--- src/rtl/stream_mux_pkg.sv ---
// stream_mux_pkg: mode encoding and mod-N index helper shared by the stream mux blocks.
package stream_mux_pkg;

    typedef logic mode_t;

    localparam mode_t MODE_FIXED = 1'b0;
    localparam mode_t MODE_RR    = 1'b1;

    function automatic int next_idx(input int idx, input int n);
        return (idx + 1 >= n) ? 0 : idx + 1;
    endfunction

endpackage

--- src/rtl/rr_arbiter.sv ---
// rr_arbiter: combinational rotate-priority arbiter, scanning ptr, ptr+1, ... mod N.
module rr_arbiter
    import stream_mux_pkg::*;
#(
    parameter int N    = 4,
    parameter int SELW = $clog2(N)
) (
    input  logic [N-1:0]    req,
    input  logic [SELW-1:0] ptr,
    output logic [N-1:0]    grant,
    output logic [SELW-1:0] grant_idx
);

    always_comb begin
        int j;
        grant     = '0;
        grant_idx = '0;
        j         = int'(ptr);
        for (int o = 0; o < N; o++) begin
            if (req[j] && grant == '0) begin
                grant[j]  = 1'b1;
                grant_idx = SELW'(j);
            end
            j = next_idx(j, N);
        end
    end

endmodule

--- src/rtl/stream_mux_rr.sv ---
// stream_mux_rr: N-channel valid/ready stream mux, fixed-select or round-robin,
// feeding a single-entry registered output stage tagged with the source channel.
module stream_mux_rr
    import stream_mux_pkg::*;
#(
    parameter int WIDTH = 4,
    parameter int N     = 4,
    parameter int SELW  = $clog2(N)
) (
    input  logic               clk,
    input  logic               rst_n,
    input  logic               mode,
    input  logic [SELW-1:0]    sel,
    input  logic [N*WIDTH-1:0] in_data,
    input  logic [N-1:0]       in_valid,
    output logic [N-1:0]       in_ready,
    output logic [WIDTH-1:0]   out_data,
    output logic [SELW-1:0]    out_chan,
    output logic               out_valid,
    input  logic               out_ready
);

    logic             out_valid_q, out_valid_d;
    logic [WIDTH-1:0] out_data_q, out_data_d;
    logic [SELW-1:0]  out_chan_q, out_chan_d;
    logic [SELW-1:0]  rr_ptr_q, rr_ptr_d;
    logic [N-1:0]     rr_grant, fix_grant, grant;
    logic [SELW-1:0]  rr_idx, grant_idx;
    logic             load_en, xfer;

    rr_arbiter #(.N(N), .SELW(SELW)) u_arb (
        .req       (in_valid),
        .ptr       (rr_ptr_q),
        .grant     (rr_grant),
        .grant_idx (rr_idx)
    );

    // sel values >= N match no channel, so no grant is made
    always_comb begin
        fix_grant = '0;
        for (int i = 0; i < N; i++) fix_grant[i] = (sel == SELW'(i)) && in_valid[i];
    end

    assign grant     = (mode == MODE_RR) ? rr_grant : fix_grant;
    assign grant_idx = (mode == MODE_RR) ? rr_idx : sel;
    assign load_en   = !out_valid_q || out_ready;
    assign in_ready  = (rst_n && load_en) ? grant : '0;
    assign xfer      = |in_ready;

    always_comb begin
        out_valid_d = xfer || (out_valid_q && !out_ready);
        out_data_d  = xfer ? in_data[int'(grant_idx)*WIDTH +: WIDTH] : out_data_q;
        out_chan_d  = xfer ? grant_idx : out_chan_q;
        rr_ptr_d    = (xfer && mode == MODE_RR) ? SELW'(next_idx(int'(grant_idx), N)) : rr_ptr_q;
    end

    always_ff @(posedge clk) begin
        if (!rst_n) begin
            out_valid_q <= 1'b0;
            out_data_q  <= '0;
            out_chan_q  <= '0;
            rr_ptr_q    <= '0;
        end else begin
            out_valid_q <= out_valid_d;
            out_data_q  <= out_data_d;
            out_chan_q  <= out_chan_d;
            rr_ptr_q    <= rr_ptr_d;
        end
    end

    assign out_valid = out_valid_q;
    assign out_data  = out_data_q;
    assign out_chan  = out_chan_q;

endmodule

--- config.mk ---
export PLATFORM = sky130hd
export DESIGN_NAME = stream_mux_rr
export DESIGN_NICKNAME = d
export VERILOG_FILES = /design/src/rtl/stream_mux_pkg.sv /design/src/rtl/rr_arbiter.sv /design/src/rtl/stream_mux_rr.sv
export SDC_FILE = /design/constraint.sdc
export NUM_CORES = 1
export LEC_CHECK = 0
export CAP_MARGIN = 40
export CORE_MARGIN = 2
export CORE_UTILIZATION = 53
export DETAILED_ROUTE_END_ITERATION = 6
export PLACE_DENSITY = 0.86
export REMOVE_ABC_BUFFERS = 1
export SLEW_MARGIN = 20
export SYNTH_ARGS = -nofsm -noshare
export SYNTH_HDL_FRONTEND = slang
export SYNTH_SLANG_ARGS = --single-unit
--- constraint.sdc ---
create_clock -name clk -period 6.9 [get_ports clk]
set_clock_uncertainty 0.15 [all_clocks]
set_input_delay 1.38 -clock clk [delete_from_list [all_inputs] [get_ports clk]]
set_output_delay 1.38 -clock clk [all_outputs]
set_load 0.02 [all_outputs]
==> results.md, run 1 <==
- Outcome: complete, no violations
- Core Area: 2500 µm²
- Largest net degree at the start of global routing: 21
- Clk slew on worst S/H paths: 0.08 ns
- Post-synthesis sequential area ratio: 0.127
- Most common cell after layout, fill and taps aside: clkdlybuf4s50_1
- First-pass GRT wire length: 6780 µm
- I/O Buffers: 36
- R2R Setup Slk: 1.92 ns
- Top Ports: 37
- LEAKAGE: 0.720 nW
- Worst hold path class: reg2reg
- Fillers: 185
- Max Cap Viol: 0
- Routed WL per cell: 17.3 µm
- Logic gate share of total power: 0.810
- Full die area: 3110 µm²
- Library cells used by synthesis: 63
- Final Critical Period: 5.91 ns
- Area Overhead vs Synth: 26.1%
- Drt first-iter violations: 66
- Seq pwr share: 0.130
- CP Class: in2out
- Worst reg2reg path depth: 13
- Clock power share: 0.060
- Highest Clock Rate: 0.169 GHz
- Net Sw Frac: 0.523
- Fin. Hold Viols: 0
- DP Area: 1760 µm²
- CP required: 5.37 ns
- Vias in the first global route: 1454
- Die Wd: 55.8 µm
- CTS Hold Bufs: 0
- DRT Pass-1 Iters: 4
- Final GP Congestion: 0.942
- Area of the multi-input gates: 1110 µm²
- Clk sinks: 9
- Initial antenna violation count: 0
- Share of cells above drive strength 1: 0.137
- Slew @ Worst Pin: 0.878 ns
- Setup TNS Final: 0 ns
- Most frequent cells in the layout: 36 x clkdlybuf4s50_1, 19 x inv_1, 11 x nor2_1
- Dpl hpwl: 3210 µm
- Slew headroom: 0.407
- Hold_sp: out_chan[0]
- Internal Power: 0.352 mW
- Unrepaired setup endpoints after global routing: false
- FF-to-FF End: out_data[2]
- Worst EP arrival: 4.38 ns
- GRT Residual Overflow: 0
- CTS resizes: 0
- Die Y: 55.8 µm
- Peak VDD IR: 0.327 mV
- Final core occ: 0.716
- Final max-slew violation count: 0
- Synth warn: 0
- Crit start category: primary input
- CTS root buf: clkbuf_4
- Rows: 18
- Clk_lat worst skew: 0.27 ns
- Max Fanout on Critical Path: 11
- Power per cell area: 412 nW/µm²
- Detailed Route WL: 4050 µm
- Fin crit share: 0.856
- Post-Syn Instances: 172
- End of the worst hold path: out_chan[0]
- Starting density of the core: 0.568
- FF+latch count, synth: 9
- Vias per cell: 6.46
- Post-synthesis async set-or-reset flop share: 0
- CTS H-tree lvls: 1
- Finished Cell Area: 1790 µm²
- Clock Tree Buf Depth: 2
- Primary FF master, synth: dfxtp_1
- N_diodes: 0
- Setup Buffers After CTS: 0
- Endpoints failing setup: 0
- Synthesized area per cell: 8.26 µm²
- Post-Syn Area: 1420 µm²
- Net Switching: 0.386 mW
- Power Total: 0.738 mW
- Worst R2R Start: rr_ptr_q[0]
- Hold slack: 0.361 ns
- Hold path cells: 2
- CTS Buf Count: 3
- Vias: 1511
- Number of synthesized flops with an enable pin: 0
- Nets: 240
- Antenna Violating Nets Remaining: 0
- CTS tree: built
- Crit. End Element: primary output
- Register area: 180 µm²
- DRC violations left: 0
- GRT Util Overall: 0.267
[sequential cells by signal, indices dropped and copies added, names as in the netlist]
name,count
out_valid,1
out_chan,2
rr_ptr_q,2
out_data,4
[final cells by class]
cell class	instances	area share
well taps	30	0.0210
repair buffers	36	0.201
clock buffers	4	0.0147
inverters	21	0.0440
multi-input cells	134	0.618
flip-flops and latches	9	0.101
[cell families (layout without fill, tap and decap cells)]
kind of cell,Yosys count,in the layout,synth area share
DFF,9,9,0.127
muxes,13,13,0.111
adders and majority gates,9,9,0.0846
AOI/OAI and AO/OA,56,56,0.332
and+or+nand+nor,56,56,0.252
buffers and inverters,29,61,0.0934
[power by group through the flow]
stage	logic (mW)	registers (mW)	clock network (mW)
after floorplan	0.413	0.114	0
after CTS	0.590	0.0957	0.0434
after detailed placement	0.588	0.0966	0
final	0.598	0.0959	0.0440
after global routing	0.644	0.0997	0.0447
after global placement	0.575	0.0936	0
[synthesized netlist by cell type, drive strengths merged, types with 3 or more instances]
| master | number | area share |
|---|---|---|
| a211oi | 6 | 0.035 |
| a21oi | 7 | 0.033 |
| a2bb2oi | 3 | 0.019 |
| and2 | 3 | 0.016 |
| buf | 4 | 0.027 |
| clkbuf | 4 | 0.011 |
| dfxtp | 9 | 0.13 |
| ha | 8 | 0.070 |
| inv | 21 | 0.056 |
| mux2i | 9 | 0.063 |
| nand2 | 9 | 0.024 |
| nand3 | 8 | 0.028 |
| nor2 | 11 | 0.029 |
| nor3 | 3 | 0.011 |
| nor3b | 3 | 0.019 |
| nor4 | 3 | 0.024 |
| nor4b | 3 | 0.027 |
| o211ai | 6 | 0.039 |
| o21a | 4 | 0.026 |
| o21ai | 5 | 0.020 |
[critical path, cell delays in order]
cell,delay [ns]
clkdlybuf4s50_1,0.50
mux4_2,0.63
nor3b_1,0.40
nor3b_1,0.12
nor4b_2,0.21
nor4b_1,0.33
a2bb2oi_1,0.14
inv_1,0.07
clkdlybuf4s50_1,0.59
[per-layer routing]
metal,GRT usage,vias up,part of all wire
met1,0.348,721,0.43
met2,0.456,66,0.49
met4,0.0906,0,0.023
met5,0,-,0
met3,0.0279,10,0.058
li1,-,714,-
[how the worst max path moves through the flow]
stage,end,from,depth (start not counted)
floorplan,in_ready[2],in_valid[3],7
global placement,in_ready[2],in_valid[0],9
detailed placement,in_ready[1],in_valid[2],9
CTS,in_ready[1],in_valid[2],9
global route,in_ready[1],rr_ptr_q[0],12
finish,in_ready[2],in_valid[2],9
[metrics by stage]
stage               setup slack [ns]  std cells
floorplan                       2.24        164
global placement                1.15        230
detailed placement              1.05        230
CTS                             1.05        234
global route                   0.751        234
finish                         0.992        234
Note: power is estimated with default switching activity, not from simulation.
==> run 2: changes to the inputs <==
--- a/config.mk
+++ b/config.mk
@@ -5,7 +5,7 @@
 export SDC_FILE = /design/constraint.sdc
 export NUM_CORES = 1
 export LEC_CHECK = 0
-export CAP_MARGIN = 40
+export CAP_MARGIN = 20
 export CORE_MARGIN = 2
 export CORE_UTILIZATION = 53
 export DETAILED_ROUTE_END_ITERATION = 6
==> results of run 2 <==
No change in the layout: final DEF, timing and power equal those of run 1.
==> run 3: changes to the inputs <==
--- a/config.mk
+++ b/config.mk
@@ -6,12 +6,15 @@
 export NUM_CORES = 1
 export LEC_CHECK = 0
 export CAP_MARGIN = 20
+export CELL_PAD_IN_SITES_DETAIL_PLACEMENT = 1
+export CELL_PAD_IN_SITES_GLOBAL_PLACEMENT = 2
 export CORE_MARGIN = 2
-export CORE_UTILIZATION = 53
+export CORE_UTILIZATION = 30
 export DETAILED_ROUTE_END_ITERATION = 6
-export PLACE_DENSITY = 0.86
+export PLACE_DENSITY_LB_ADDON = 0.1
 export REMOVE_ABC_BUFFERS = 1
 export SLEW_MARGIN = 20
 export SYNTH_ARGS = -nofsm -noshare
 export SYNTH_HDL_FRONTEND = slang
 export SYNTH_SLANG_ARGS = --single-unit
+export TNS_END_PERCENT = 100
==> results.md, run 3 (synthesized netlist as in run 1, its figures left out) <==
- Outcome: complete, no violations
- FF-to-FF End: out_data[2]
- CP required: 5.37 ns
- Internal Power: 0.369 mW
- Area Overhead vs Synth: 29.6%
- Final GP Congestion: 0.862
- Net Sw Frac: 0.512
- Max Fanout on Critical Path: 11
- I/O Buffers: 36
- Worst hold path class: reg2reg
- Unrepaired setup endpoints after global routing: false
- R2R Setup Slk: 1.93 ns
- CTS root buf: clkbuf_8
- CP Class: in2out
- Crit. End Element: primary output
- Final Critical Period: 5.90 ns
- DRT Pass-1 Iters: 4
- Vias in the first global route: 1560
- Worst Setup SP: in_valid[3]
- Die Y: 72.8 µm
- Clk slew on worst S/H paths: 0.05 ns
- CTS Hold Bufs: 0
- Clock Tree Buf Depth: 2
- Vias per cell: 5.66
- Initial antenna violation count: 0
- Fin. Hold Viols: 0
- Worst reg2reg path depth: 13
- Power Total: 0.757 mW
- Starting density of the core: 0.307
- LEAKAGE: 0.731 nW
- DRC violations left: 0
- Max Cap Viol: 0
- Most common cell after layout, fill and taps aside: clkdlybuf4s50_1
- Drt first-iter violations: 56
- Antenna Violating Nets Remaining: 0
- Max reg flops: 4
- Clk sinks: 9
- Core Area: 4630 µm²
- Full die area: 5300 µm²
- Endpoints failing setup: 0
- Hold slack: 0.312 ns
- Hold path cells: 2
- Detailed Route WL: 4390 µm
- N_diodes: 0
- Vias: 1460
- Fin crit share: 0.855
- Worst EP arrival: 4.37 ns
- Setup Buffers After CTS: 0
- CTS resizes: 0
- Routed WL per cell: 17.0 µm
- First-pass GRT wire length: 7530 µm
- End of the worst hold path: out_data[2]
- Dpl hpwl: 3630 µm
- Most frequent cells in the layout: 36 x clkdlybuf4s50_1, 19 x inv_1, 11 x nor2_1
- Rows: 25
- Highest Clock Rate: 0.170 GHz
- Clock power share: 0.083
- Seq pwr share: 0.125
- Post-Layout Cell Count: 258
- Peak VDD IR: 0.139 mV
- CTS tree: built
- Nets: 240
- Inst Count DP: 254
- Hold_sp: out_data[2]
- Net Switching: 0.387 mW
- Die Wd: 72.8 µm
- Power per cell area: 411 nW/µm²
- Slew headroom: 0.464
- Crit start category: primary input
- Setup TNS Final: 0 ns
- GRT Residual Overflow: 0
- Final max-slew violation count: 0
- Largest net degree at the start of global routing: 21
- Share of cells above drive strength 1: 0.142
- Slew @ Worst Pin: 0.794 ns
- Top Ports: 37
- Clk_lat worst skew: 0.23 ns
- GRT Util Overall: 0.176
- CTS Buf Count: 3
- Logic gate share of total power: 0.792
- CTS H-tree lvls: 1
- Worst R2R Start: rr_ptr_q[0]
==> run 3: worst max path at each step <==
stage                     slack (ns)           to
after floorplan                 2.24  in_ready[2]
after global routing            0.66  in_ready[2]
after detailed placement        1.04  in_ready[2]
after CTS                       0.98  in_ready[3]
after global placement          1.09  in_ready[2]
final                           1.00  in_ready[2]
==> run 3: cell type report <==
type,count,area (µm²)
fillers,562,2790
multi-input cells,134,1110
repair buffers,36,360
flip-flops and latches,9,180
inverters,21,78.8
well taps,54,67.6
clock buffers,3,41.3
clock inverters,1,5.00
==> run 3: critical path, cell delays in order <==
cell             delay [ns]
clkdlybuf4s50_1        0.50
mux4_2                 0.65
nor3b_1                0.46
nor3b_1                0.10
nor4b_2                0.21
nor4b_1                0.30
a2bb2oi_1              0.12
inv_1                  0.06
clkdlybuf4s50_1        0.59
==> run 3: metal layers <==
| metal | wire (µm) | GRT usage |
|---|---|---|
| met2 | 2380 | 0.340 |
| met4 | 21 | 0.0350 |
| met1 | 1860 | 0.210 |
| met5 | 0 | 0 |
| met3 | 135 | 0.0166 |
==> run 3: power groups by stage <==
stage | clock, mW | sequential (mW) | combinational [mW]
3_3_place_gp | 0 | 0.0953 | 0.594
6_report | 0.0625 | 0.0949 | 0.599
4_1_cts | 0.0643 | 0.0954 | 0.605
3_5_place_dp | 0 | 0.0958 | 0.601
2_1_floorplan | 0 | 0.114 | 0.413
5_1_grt | 0.0686 | 0.0994 | 0.658
==> run 3: through the flow <==
step	cell area [µm²]	util	setup WS, ns
floorplan	1370	-	2.24
global placement	1790	0.388	1.09
detailed placement	1790	0.388	1.04
CTS	1840	0.398	0.978
global route	1840	0.398	0.658
finish	1840	0.398	1.00
